$ cat src/rtl/usb_pkg.sv
// Shared USB constants: data buffer geometry and PID byte encodings
// used by both the buffer and the transmitter.
package usb_pkg;

    localparam int BUF_DEPTH = 64;
    localparam int BUF_OCC_W = 7;

    // Upper nibble is the one's complement of the lower nibble.
    typedef enum logic [7:0] {
        PID_OUT   = 8'hE1,
        PID_IN    = 8'h69,
        PID_SOF   = 8'hA5,
        PID_SETUP = 8'h2D,
        PID_DATA0 = 8'hC3,
        PID_DATA1 = 8'h4B,
        PID_ACK   = 8'hD2,
        PID_NAK   = 8'h5A,
        PID_STALL = 8'h1E
    } pid_e;

    localparam logic [7:0] EMPTY_BYTE = 8'h00;

    function automatic logic dual_req(input logic a, input logic b);
        return a & b;
    endfunction

endpackage

$ cat src/rtl/usb_buffer_mem.sv
// Byte storage for the USB data buffer: one synchronous write port
// and one asynchronous read port.
module usb_buffer_mem #(
    parameter int DEPTH = 64,
    parameter int PTR_W = 6
) (
    input  logic             clk,
    input  logic             wr_en,
    input  logic [PTR_W-1:0] waddr,
    input  logic [7:0]       wdata,
    input  logic [PTR_W-1:0] raddr,
    output logic [7:0]       rdata
);

    logic [7:0] mem_q [DEPTH];

    always_ff @(posedge clk) begin
        if (wr_en) begin
            mem_q[waddr] <= wdata;
        end
    end

    assign rdata = mem_q[raddr];

endmodule

$ cat src/rtl/usb_data_buffer.sv
// Shared first-word-fall-through byte FIFO between host, USB receiver
// and USB transmitter, with occupancy and one-cycle error pulses.
module usb_data_buffer
    import usb_pkg::*;
#(
    parameter int DEPTH = BUF_DEPTH,
    parameter int OCC_W = BUF_OCC_W
) (
    input  logic             clk,
    input  logic             n_rst,
    input  logic             flush,
    input  logic             store_tx_data,
    input  logic [7:0]       tx_data,
    input  logic             store_rx_packet_data,
    input  logic [7:0]       rx_packet_data,
    input  logic             get_tx_packet_data,
    output logic [7:0]       tx_packet_data,
    input  logic             get_rx_data,
    output logic [7:0]       rx_data,
    output logic [OCC_W-1:0] buffer_occupancy,
    output logic             buffer_error
);

    localparam int PTR_W = $clog2(DEPTH);
    localparam logic [OCC_W-1:0] FULL = OCC_W'(DEPTH);

    logic [PTR_W-1:0] wptr_q, wptr_d;
    logic [PTR_W-1:0] rptr_q, rptr_d;
    logic [OCC_W-1:0] occ_q, occ_d;
    logic [7:0]       rx_data_q, rx_data_d;
    logic             err_q, err_d;

    logic       push, pop;
    logic       push_ok, pop_ok;
    logic       wr_en;
    logic [7:0] wdata;
    logic [7:0] head;

    usb_buffer_mem #(
        .DEPTH(DEPTH),
        .PTR_W(PTR_W)
    ) u_mem (
        .clk  (clk),
        .wr_en(wr_en),
        .waddr(wptr_q),
        .wdata(wdata),
        .raddr(rptr_q),
        .rdata(head)
    );

    always_comb begin
        push    = store_tx_data | store_rx_packet_data;
        pop     = get_tx_packet_data | get_rx_data;
        wdata   = store_tx_data ? tx_data : rx_packet_data;
        pop_ok  = pop && (occ_q != '0);
        // A full buffer can still take a byte if a slot frees this cycle.
        push_ok = push && ((occ_q != FULL) || pop_ok);
        wr_en   = push_ok && !flush && !n_rst;

        wptr_d    = wptr_q;
        rptr_d    = rptr_q;
        occ_d     = occ_q;
        rx_data_d = rx_data_q;
        err_d     = 1'b0;

        if (flush) begin
            wptr_d = '0;
            rptr_d = '0;
            occ_d  = '0;
        end else begin
            wptr_d = wptr_q + PTR_W'(push_ok);
            rptr_d = rptr_q + PTR_W'(pop_ok);
            occ_d  = occ_q + OCC_W'(push_ok) - OCC_W'(pop_ok);
            if (pop_ok && get_rx_data) begin
                rx_data_d = head;
            end
            err_d = (push && !push_ok)
                  | (pop && !pop_ok)
                  | dual_req(store_tx_data, store_rx_packet_data)
                  | dual_req(get_tx_packet_data, get_rx_data);
        end
    end

    always_ff @(posedge clk) begin
        if (n_rst) begin
            wptr_q    <= '0;
            rptr_q    <= '0;
            occ_q     <= '0;
            rx_data_q <= 8'h00;
            err_q     <= 1'b0;
        end else begin
            wptr_q    <= wptr_d;
            rptr_q    <= rptr_d;
            occ_q     <= occ_d;
            rx_data_q <= rx_data_d;
            err_q     <= err_d;
        end
    end

    assign tx_packet_data   = (occ_q != '0) ? head : EMPTY_BYTE;
    assign rx_data          = rx_data_q;
    assign buffer_occupancy = occ_q;
    assign buffer_error     = err_q;

endmodule

$ cat config.mk
export PLATFORM = sky130hd
export DESIGN_NAME = usb_data_buffer
export DESIGN_NICKNAME = d
export VERILOG_FILES = /design/src/rtl/usb_pkg.sv /design/src/rtl/usb_buffer_mem.sv /design/src/rtl/usb_data_buffer.sv
export SDC_FILE = /design/constraint.sdc
export NUM_CORES = 1
export LEC_CHECK = 0
export BUFFER_PORTS_ARGS = -buffer_cell sky130_fd_sc_hd__buf_2
export CELL_PAD_IN_SITES_DETAIL_PLACEMENT = 0
export CELL_PAD_IN_SITES_GLOBAL_PLACEMENT = 1
export CORE_ASPECT_RATIO = 0.5
export CORE_MARGIN = 5
export CORE_UTILIZATION = 58
export DETAILED_ROUTE_END_ITERATION = 16
export PLACE_DENSITY_LB_ADDON = 0.1
export SLEW_MARGIN = 5
export SYNTH_ARGS = -nofsm -noshare
export SYNTH_HDL_FRONTEND = slang
export SYNTH_SLANG_ARGS = --single-unit
$ cat constraint.sdc
create_clock -name clk -period 9.3 [get_ports clk]
set_clock_uncertainty 0.2 [all_clocks]
set_input_delay 0.93 -clock clk [delete_from_list [all_inputs] [get_ports clk]]
set_output_delay 0.93 -clock clk [all_outputs]
set_load 0.01 [all_outputs]
# == Yosys cells after proc, flatten, opt, wreduce, memory -nomap -nowiden ==
# Memories as Yosys holds them, arrays and structs flattened. A register that Yosys moved wholly into a read port is not among the register bits.
# Cells that the tools add are included.
# totals
ff_bits,28
latchBits,0
mem_bits_rw,512
mem_bits_ro,0
in_bits,23
wordCells,39
mem_count,1
# op_classes
addsub,4
multipliers,0
div_mod_pow,0
magnitude_cmp,0
n_eq_ne,1
shifts,0
n_mux,5
n_bitwise,8
reduce_logical,15
# memory_table
name,depth,width,read_ports,rd_ports_with_merged_regs,wr,line,rtl
u_mem.mem_q,64,8,1,1,1,usb_buffer_mem.sv:15,logic [7:0] mem_q [DEPTH];
# ops
cell,count
8-bit two-way mux,2
6-bit by 1-bit adder with 6-bit output,2
7-bit by 1-bit adder with 7-bit output,1
1-bit logical AND,7
7-bit != test (second input constant),1
7-bit nonzero test,1
7-bit by 1-bit subtractor with 7-bit output,1
6-bit two-way mux,1
1-bit OR,5
1-bit logical NOT,4
1-bit AND,2
1-bit two-way mux,2
2-bit AND reduction,1
2-bit OR reduction,1
1-bit logical OR,1
1-bit NOT,1

# == Depth between registers and ports, before layout ==
# Gate-level depths: netlist of the first run.
# depth
word_depth,9
ltp_mapped,15
mapped_depth_nobuf,15

# == By module ==
# A second synthesis of the first run with hierarchy kept.
# unflattened
cells_unflattened,1099
hier_area_um2,21534.4
# by_module_without_submodules
mod,n_inst,cells_each,area_each_um2
usb_buffer_mem,1,932,20006.7
usb_data_buffer,1,167,1527.7

# == Worst setup path after synthesis of the first run ==
# Ideal clock, no wire load.
# synth_timing
kind,input-to-reg
startpoint,input store_tx_data
endpoint,register occ_q[6] (netlist: buffer_occupancy[6])
setup_ns,0.070
arrival_time_ns,3.002
t_required_ns,9.030
setup_slack_ns,6.028
path_stages,13
n_path_buf,1
cell_sequence,buf_2 > nor2_1 > a31oi_1 > o21ai_0 > nand2_1 > ha_1 > fa_1 > a21oi_1 > o21bai_1 > a21oi_1 > nor2_1 > or3_1 > a21oi_1
# synth_via
elab_chain_cells,4
# synth_rtl
element,line,rtl
start: declaration,usb_data_buffer.sv:12,"input logic store_tx_data,"
1-bit OR,usb_data_buffer.sv:52,push = store_tx_data | store_rx_packet_data;
1-bit logical AND,usb_data_buffer.sv:57,push_ok = push && ((occ_q != FULL) || pop_ok);
7-bit by 1-bit adder with 7-bit output,usb_data_buffer.sv:73,occ_d = occ_q + OCC_W'(push_ok) - OCC_W'(pop_ok);
7-bit by 1-bit subtractor with 7-bit output,usb_data_buffer.sv:73,
end signal: assignment,usb_data_buffer.sv:88,occ_q <= '0;
end signal: assignment,usb_data_buffer.sv:94,occ_q <= occ_d;
end: declaration,usb_data_buffer.sv:29,"logic [OCC_W-1:0] occ_q, occ_d;"
# No other way between the ends.
# A chain may end at the register's enable or synchronous reset.

==> qor.txt, run 1 <==
outcome = complete, no violations
crit path from = rptr_q[1]$_SDFF_PP0_
average wire per standard cell = 28.1 µm
top-count cell post-synth = edfxtp_1
later-pin clock latency in the skew report = 0.58 ns
Slew @ Worst Pin = 0.945 ns
largest net degree at the start of global routing = 84
post-route setup TNS = 0 ns
arrival time at the worst endpoint = 4.02 ns
Synth cell types = 44
CP cell instances = buf_4 -> buf_4 -> nor2_1 -> buf_4 -> a221oi_1 -> o21ai_1 -> a32oi_1 -> mux2i_1 -> nor2_1 -> buf_2
final hold violations = 0
clock buffer depth = 3
Yosys top cell area share = 0.716
GRT Overall Usage = 0.241
Crit path required time = 8.17 ns
power density cells = 242 mW/mm²
drc violations = 0
Synth Warn # = 0
Initial Util = 0.593
max_cap viols = 0
Die Wd = 282 µm
share of cells above drive strength 1 = 0.174
Syn Nets = 1216
HP Class = reg -> reg
TritonRoute pass-1 iters = 5
DP Area = 0.0220 mm²
post-CTS repair timing setup buffer count = 0
vias per inst = 6.34
global-route wire length before repair = 73400 µm
Reg area = 0.0159 mm²
Post-synth EDFFs = 512
GRT Residual Overflow = 0
peak supply drop = 0.000172 V
footprint of the multi-input gates = 0.00504 mm²
Slew Viols, Final = 0
htree depth = 2
RSZ-0062 raised after global routing = no
final period utilization = 0.553
nets = 1265
I/O Pins = 47
WS Path Type = reg -> out
ant diodes = 0
Synth async-reset ratio = 0
TritonCTS buffer count = 46
initial antenna violation count = 0
post-synth top area cell = edfxtp_1
overall power = 5.73 mW
Fmax achieved = 194 MHz
Post-CTS Hold Buffers = 0
final antenna-violating net count = 0
Design Area, Final = 0.0237 mm²
Mapped Cells = 1180
dominant synthesized flop cell = edfxtp_1
PostCTS Resize Cnt = 0
DP HPWL = 29700 µm
slowest CP cell = a221oi_1
DRT Wirelength = 49200 µm
min-delay src = rx_data[7]$_SDFFE_PP0P_
root buffer cell = clkbuf_16
CP max stage delay = 0.70 ns
vias in the first global route = 11131
Worst Path Max Fanout = 44
FF-to-FF Start = buffer_occupancy[3]$_SDFF_PP0_
CTS tree = yes
crit path launch type = register
Worst setup EP type = primary output
Die Height = 146 µm
initial drt markers = 1298
flops & latches, synth = 540
syn_area_per_cell = 18.2 µm²
vias = 11102
Num Clock Sinks = 540
area of the core = 0.0362 mm²
Synth top cells by count = 512 x edfxtp_1, 135 x mux2i_1, 96 x nor2_1, 64 x mux4_2
fin crit period = 5.15 ns
Leak Pwr = 7.29 nW
Fillers = 2475
Top cell by count, worst path = buf_4
std cell rows = 49
input/output buffers = 46
die area = 0.0412 mm²
cell area after synthesis = 0.0215 mm²
Synth area leaders = edfxtp_1 72%, mux4_2 6.7%, mux2i_1 6.3%
post-synthesis sequential area ratio = 0.742
worst rel slew slack = 0.369
Final Setup Violations = 0
GPL Wtd Cong = 0.854
synth-to-layout area growth = 10.2%
Clk pin slew, worst setup/hold paths = 0.06 ns
[area by class of cell]
class	count	share of cell area
tap	484	0.0256
clock inverter	27	0.0155
sequential	540	0.674
multi-input combinational	564	0.213
clock buffer	58	0.0532
timing repair buffer	69	0.0176
inverter	8	0.00127
[worst max-delay path: cells and delay by family, from the launching register on]
family | cells | cell delay [ns]
AO/OA/AOI/OAI | 3 | 1.19
flip-flops | 1 | 0.31
multiplexers | 1 | 0.11
buffers and inverters | 4 | 1.48
AND/OR/NAND/NOR | 2 | 0.30
[through the flow]
step,hold slack (ns),util,setup slack (ns),instances
2_1_floorplan,0.263,-,6.03,1180
3_3_place_gp,0.223,0.608,4.75,1665
3_5_place_dp,0.225,0.608,4.77,1665
4_1_cts,0.236,0.653,4.16,1750
5_1_grt,0.255,0.653,3.95,1750
6_report,0.236,0.653,4.15,1750
[state kept, by name, summed over array words and instances, names as in the netlist]
name and count:
u_mem.mem_q 512, rx_data 8, buffer_occupancy 7, rptr_q 6, wptr_q 6, buffer_error 1
[placed cells by master, fill, tap and decap left out, types with 2 or more instances in the layout]
cell type  netlist  layout
a211oi_1        16      16
a21oi_1         22      22
a221oi_1        32      32
a22oi_1         24      24
a31oi_1          2       2
and2_1           7       7
and3_1           2       2
buf_2           11      46
buf_4            3      22
bufinv_16        0       9
clkbuf_1        32       7
clkbuf_16        0      47
clkbuf_8         0       4
clkinv_1         0       6
clkinv_2         0       8
dfxtp_1         28      26
edfxtp_1       512     512
ha_1            12      12
inv_1            8       8
inv_6            0       3
mux2_2           9       9
mux2i_1        135     135
mux4_2          64      64
nand2_1         29      29
nand3_1         10      10
nand3b_1         3       3
nor2_1          96      96
nor2b_1          5       5
o21ai_0         14      14
o21ai_1         22      22
o21bai_1         2       2
o221ai_1        15      15
o22ai_1         17      17
or2_2            2       2
or3_1            3       3
xnor2_1          7       7
xor2_1           5       5
[power breakdown]
part	internal, mW	switching (mW)
clock	1.21	0.869
combinational	0.383	0.514
sequential	2.70	0.0492
[per-layer routing]
metal	GRT usage	part of all wire	up-vias
met5	0	0	-
met4	0.0531	0.022	0
met3	0.0622	0.098	78
met2	0.359	0.45	452
met1	0.366	0.43	5720
li1	-	-	4852
[cells by family (layout without fill, tap and decap cells)]
family          count (synthesis)  in the layout  share of synthesized area
compound gates                169            169                     0.0541
buf+inv                        76            162                     0.0233
mux                           208            208                      0.135
fa+ha+maj                      13             13                    0.00793
flops                         540            540                      0.742
xor+xnor                       12             12                    0.00490
simple gates                  162            162                     0.0329
[worst paths after layout]
path | to | slack (ns) | cells after the start
min | rx_data[7]$_SDFFE_PP0P_ | 0.24 | 2
max | tx_packet_data[6] | 4.15 | 10
min reg2reg | rx_data[7]$_SDFFE_PP0P_ | 0.24 | 2
max reg2reg | buffer_occupancy[6]$_SDFF_PP0_ | 5.53 | 16
(Power assumes the default switching activity.)
==> inputs of run 2 (changes only) <==
--- a/config.mk
+++ b/config.mk
@@ -5,12 +5,13 @@
 export SDC_FILE = /design/constraint.sdc
 export NUM_CORES = 1
 export LEC_CHECK = 0
+export ABC_AREA = 1
 export BUFFER_PORTS_ARGS = -buffer_cell sky130_fd_sc_hd__buf_2
 export CELL_PAD_IN_SITES_DETAIL_PLACEMENT = 0
 export CELL_PAD_IN_SITES_GLOBAL_PLACEMENT = 1
 export CORE_ASPECT_RATIO = 0.5
 export CORE_MARGIN = 5
-export CORE_UTILIZATION = 58
+export CORE_UTILIZATION = 45
 export DETAILED_ROUTE_END_ITERATION = 16
 export PLACE_DENSITY_LB_ADDON = 0.1
 export SLEW_MARGIN = 5
==> constraint.sdc (replaced) <==
create_clock -name clk -period 4.25 [get_ports clk]
set_clock_uncertainty 0.2 [all_clocks]
set_input_delay 0.425 -clock clk [delete_from_list [all_inputs] [get_ports clk]]
set_output_delay 0.425 -clock clk [all_outputs]
set_load 0.01 [all_outputs]
==> qor.txt, run 2 <==
outcome = complete, no violations
Worst Path Max Fanout = 54
Synth area leaders = edfxtp_1 67%, nand2_1 11%, nand3_1 6.1%
final worst-path setup slack = 0.333 ns
dominant synthesized flop cell = edfxtp_1
post-synth top area cell = edfxtp_1
later-pin clock latency in the skew report = 0.58 ns
vias = 15315
slowest CP cell = inv_4
Yosys top cell area share = 0.671
average wire per standard cell = 20.9 µm
Post-CTS Hold Buffers = 3
Fmax achieved = 255 MHz
initial antenna violation count = 0
Slew @ Worst Pin = 1.10 ns
CP max stage delay = 0.62 ns
drc violations = 0
largest register by flop count = u_mem.mem_q
most common cell after layout, fill and taps aside = nand2_1
crit path launch type = register
global-route wire length before repair = 92200 µm
post-synthesis sequential area ratio = 0.696
synth-to-layout area growth = 12.0%
Initial Util = 0.455
I/O Pins = 47
largest net degree at the start of global routing = 204
Leak Pwr = 9.84 nW
Top cell by count, worst path = nand3_1
Die Wd = 329 µm
Worst setup EP type = primary output
final hold violations = 0
htree depth = 2
flops & latches, synth = 540
Clk pin slew, worst setup/hold paths = 0.07 ns
post-route setup TNS = 0 ns
initial drt markers = 1348
share of cells above drive strength 1 = 0.0876
area of the core = 0.0503 mm²
die area = 0.0558 mm²
HP Class = in -> reg
Synth async-reset ratio = 0
ant diodes = 0
std cell rows = 58
max_cap viols = 0
final antenna-violating net count = 0
arrival time at the worst endpoint = 3.29 ns
Post-synth EDFFs = 512
cell area after synthesis = 0.0229 mm²
Die Height = 170 µm
Synth top cells by count = 659 x nand2_1, 512 x edfxtp_1, 280 x nand3_1, 258 x nor2_1, 167 x inv_1
DP HPWL = 37500 µm
PostCTS Resize Cnt = 0
worst rel slew slack = 0.269
Slew Viols, Final = 0
top-count cell post-synth = nand2_1
Crit path required time = 3.62 ns
Synth cell types = 28
fin crit period = 3.92 ns
commonest cells after routing, fill and taps aside = 659 x nand2_1, 512 x edfxtp_1, 280 x nand3_1
clock buffer depth = 3
Mapped Cells = 2170
nets = 2271
worst slack, placed = 0.962 ns
vias per inst = 5.17
TritonRoute pass-1 iters = 5
final period utilization = 0.922
Synth Warn # = 0
vias in the first global route = 14376
power density cells = 493 mW/mm²
peak supply drop = 0.000454 V
TritonCTS buffer count = 49
Num Clock Sinks = 540
CP cell instances = inv_4 -> buf_12 -> nand3_1 -> nand3_1 -> nand2_1 -> nor2_1 -> nand2_1 -> nand3_1 -> a21oi_1 -> buf_2
GPL Wtd Cong = 0.805
Final Setup Violations = 0
GRT Overall Usage = 0.220
DRT Wirelength = 61900 µm
input/output buffers = 46
root buffer cell = clkbuf_16
Syn Nets = 2206
CTS tree = yes
syn_area_per_cell = 10.6 µm²
WS Path Type = reg -> out
post-CTS repair timing setup buffer count = 0
GRT Residual Overflow = 0
RSZ-0062 raised after global routing = no
max FFs per register = 512
run 2: changes by cell type after synthesis, sizes merged, moves of 32 or more:
cell	delta
nand3	+270
nand2	+630
inv	+160
mux4	-64
mux2i	-135
buf	+49
a221oi	-32
nor2	+164
run 2: logic make-up (layout without fill, tap and decap cells):
family                   count (synthesis)  count (layout)  share of synthesized area
multiplexers                             8               8                    0.00393
AND/OR/NAND/NOR                       1213            1213                      0.216
flip-flops                             540             540                      0.696
buffers and inverters                  281             383                     0.0510
XOR/XNOR                                 3               3                    0.00115
AO/OA/AOI/OAI                          112             112                     0.0247
adder cells (fa/ha/maj)                 13              13                    0.00743
run 2: per-stage QoR:
step	instance area (µm²)	cells	total power [mW]	util	hold WS (ns)
final	25700	2962	12.6	0.510	0.0524
after global placement	24100	2871	8.50	0.480	0.310
after CTS	25700	2962	12.7	0.510	0.0262
after floorplan	22900	2170	7.67	-	0.279
after detailed placement	24100	2871	8.48	0.480	0.316
after global routing	25700	2962	13.3	0.510	0.0555
run 2: worst paths after layout:
| check | slack [ns] | cells past startpoint | end | start |
|---|---|---|---|---|
| max | 0.33 | 10 | tx_packet_data[1] | rptr_q[1]$_SDFF_PP0_ |
| min | 0.05 | 4 | rx_data[5]$_SDFFE_PP0P_ | n_rst |
| max reg2reg | 1.07 | 9 | u_mem.mem_q[52][0]$_DFFE_PP_ | buffer_occupancy[3]$_SDFF_PP0_ |
| min reg2reg | 0.32 | 2 | wptr_q[4]$_SDFF_PP0_ | wptr_q[3]$_SDFF_PP0_ |
run 2: routing by layer:
metal	GRT usage	wire length, µm	vias up
met5	0	0	-
met4	0.0404	1110	0
met3	0.0346	3550	71
met2	0.334	26900	411
met1	0.342	30300	7438
li1	-	-	7395
run 2: cell type report:
type	count	area, µm²
Sequential cell	540	15900
Clock inverter	20	171
Tap cell	690	863
Inverter	171	649
Timing Repair Buffer	124	911
Clock buffer	68	1310
Multi-Input combinational cell	1349	5810
Fill cell	4536	24600
run 2: where the power goes:
group | leakage (nW) | switching (mW) | internal [mW]
Combinational | 4.29 | 1.70 | 0.696
Clock | 0.721 | 1.95 | 2.33
Sequential | 4.83 | 0.0497 | 5.91
Total | 9.84 | 3.70 | 8.94
run 2: worst max-delay path, delay by kind of cell, from the launching register on:
| kind | cells | cell delay, ns |
|---|---|---|
| flops | 1 | 0.51 |
| compound gates | 1 | 0.10 |
| simple gates | 6 | 1.02 |
| buf+inv | 3 | 1.05 |
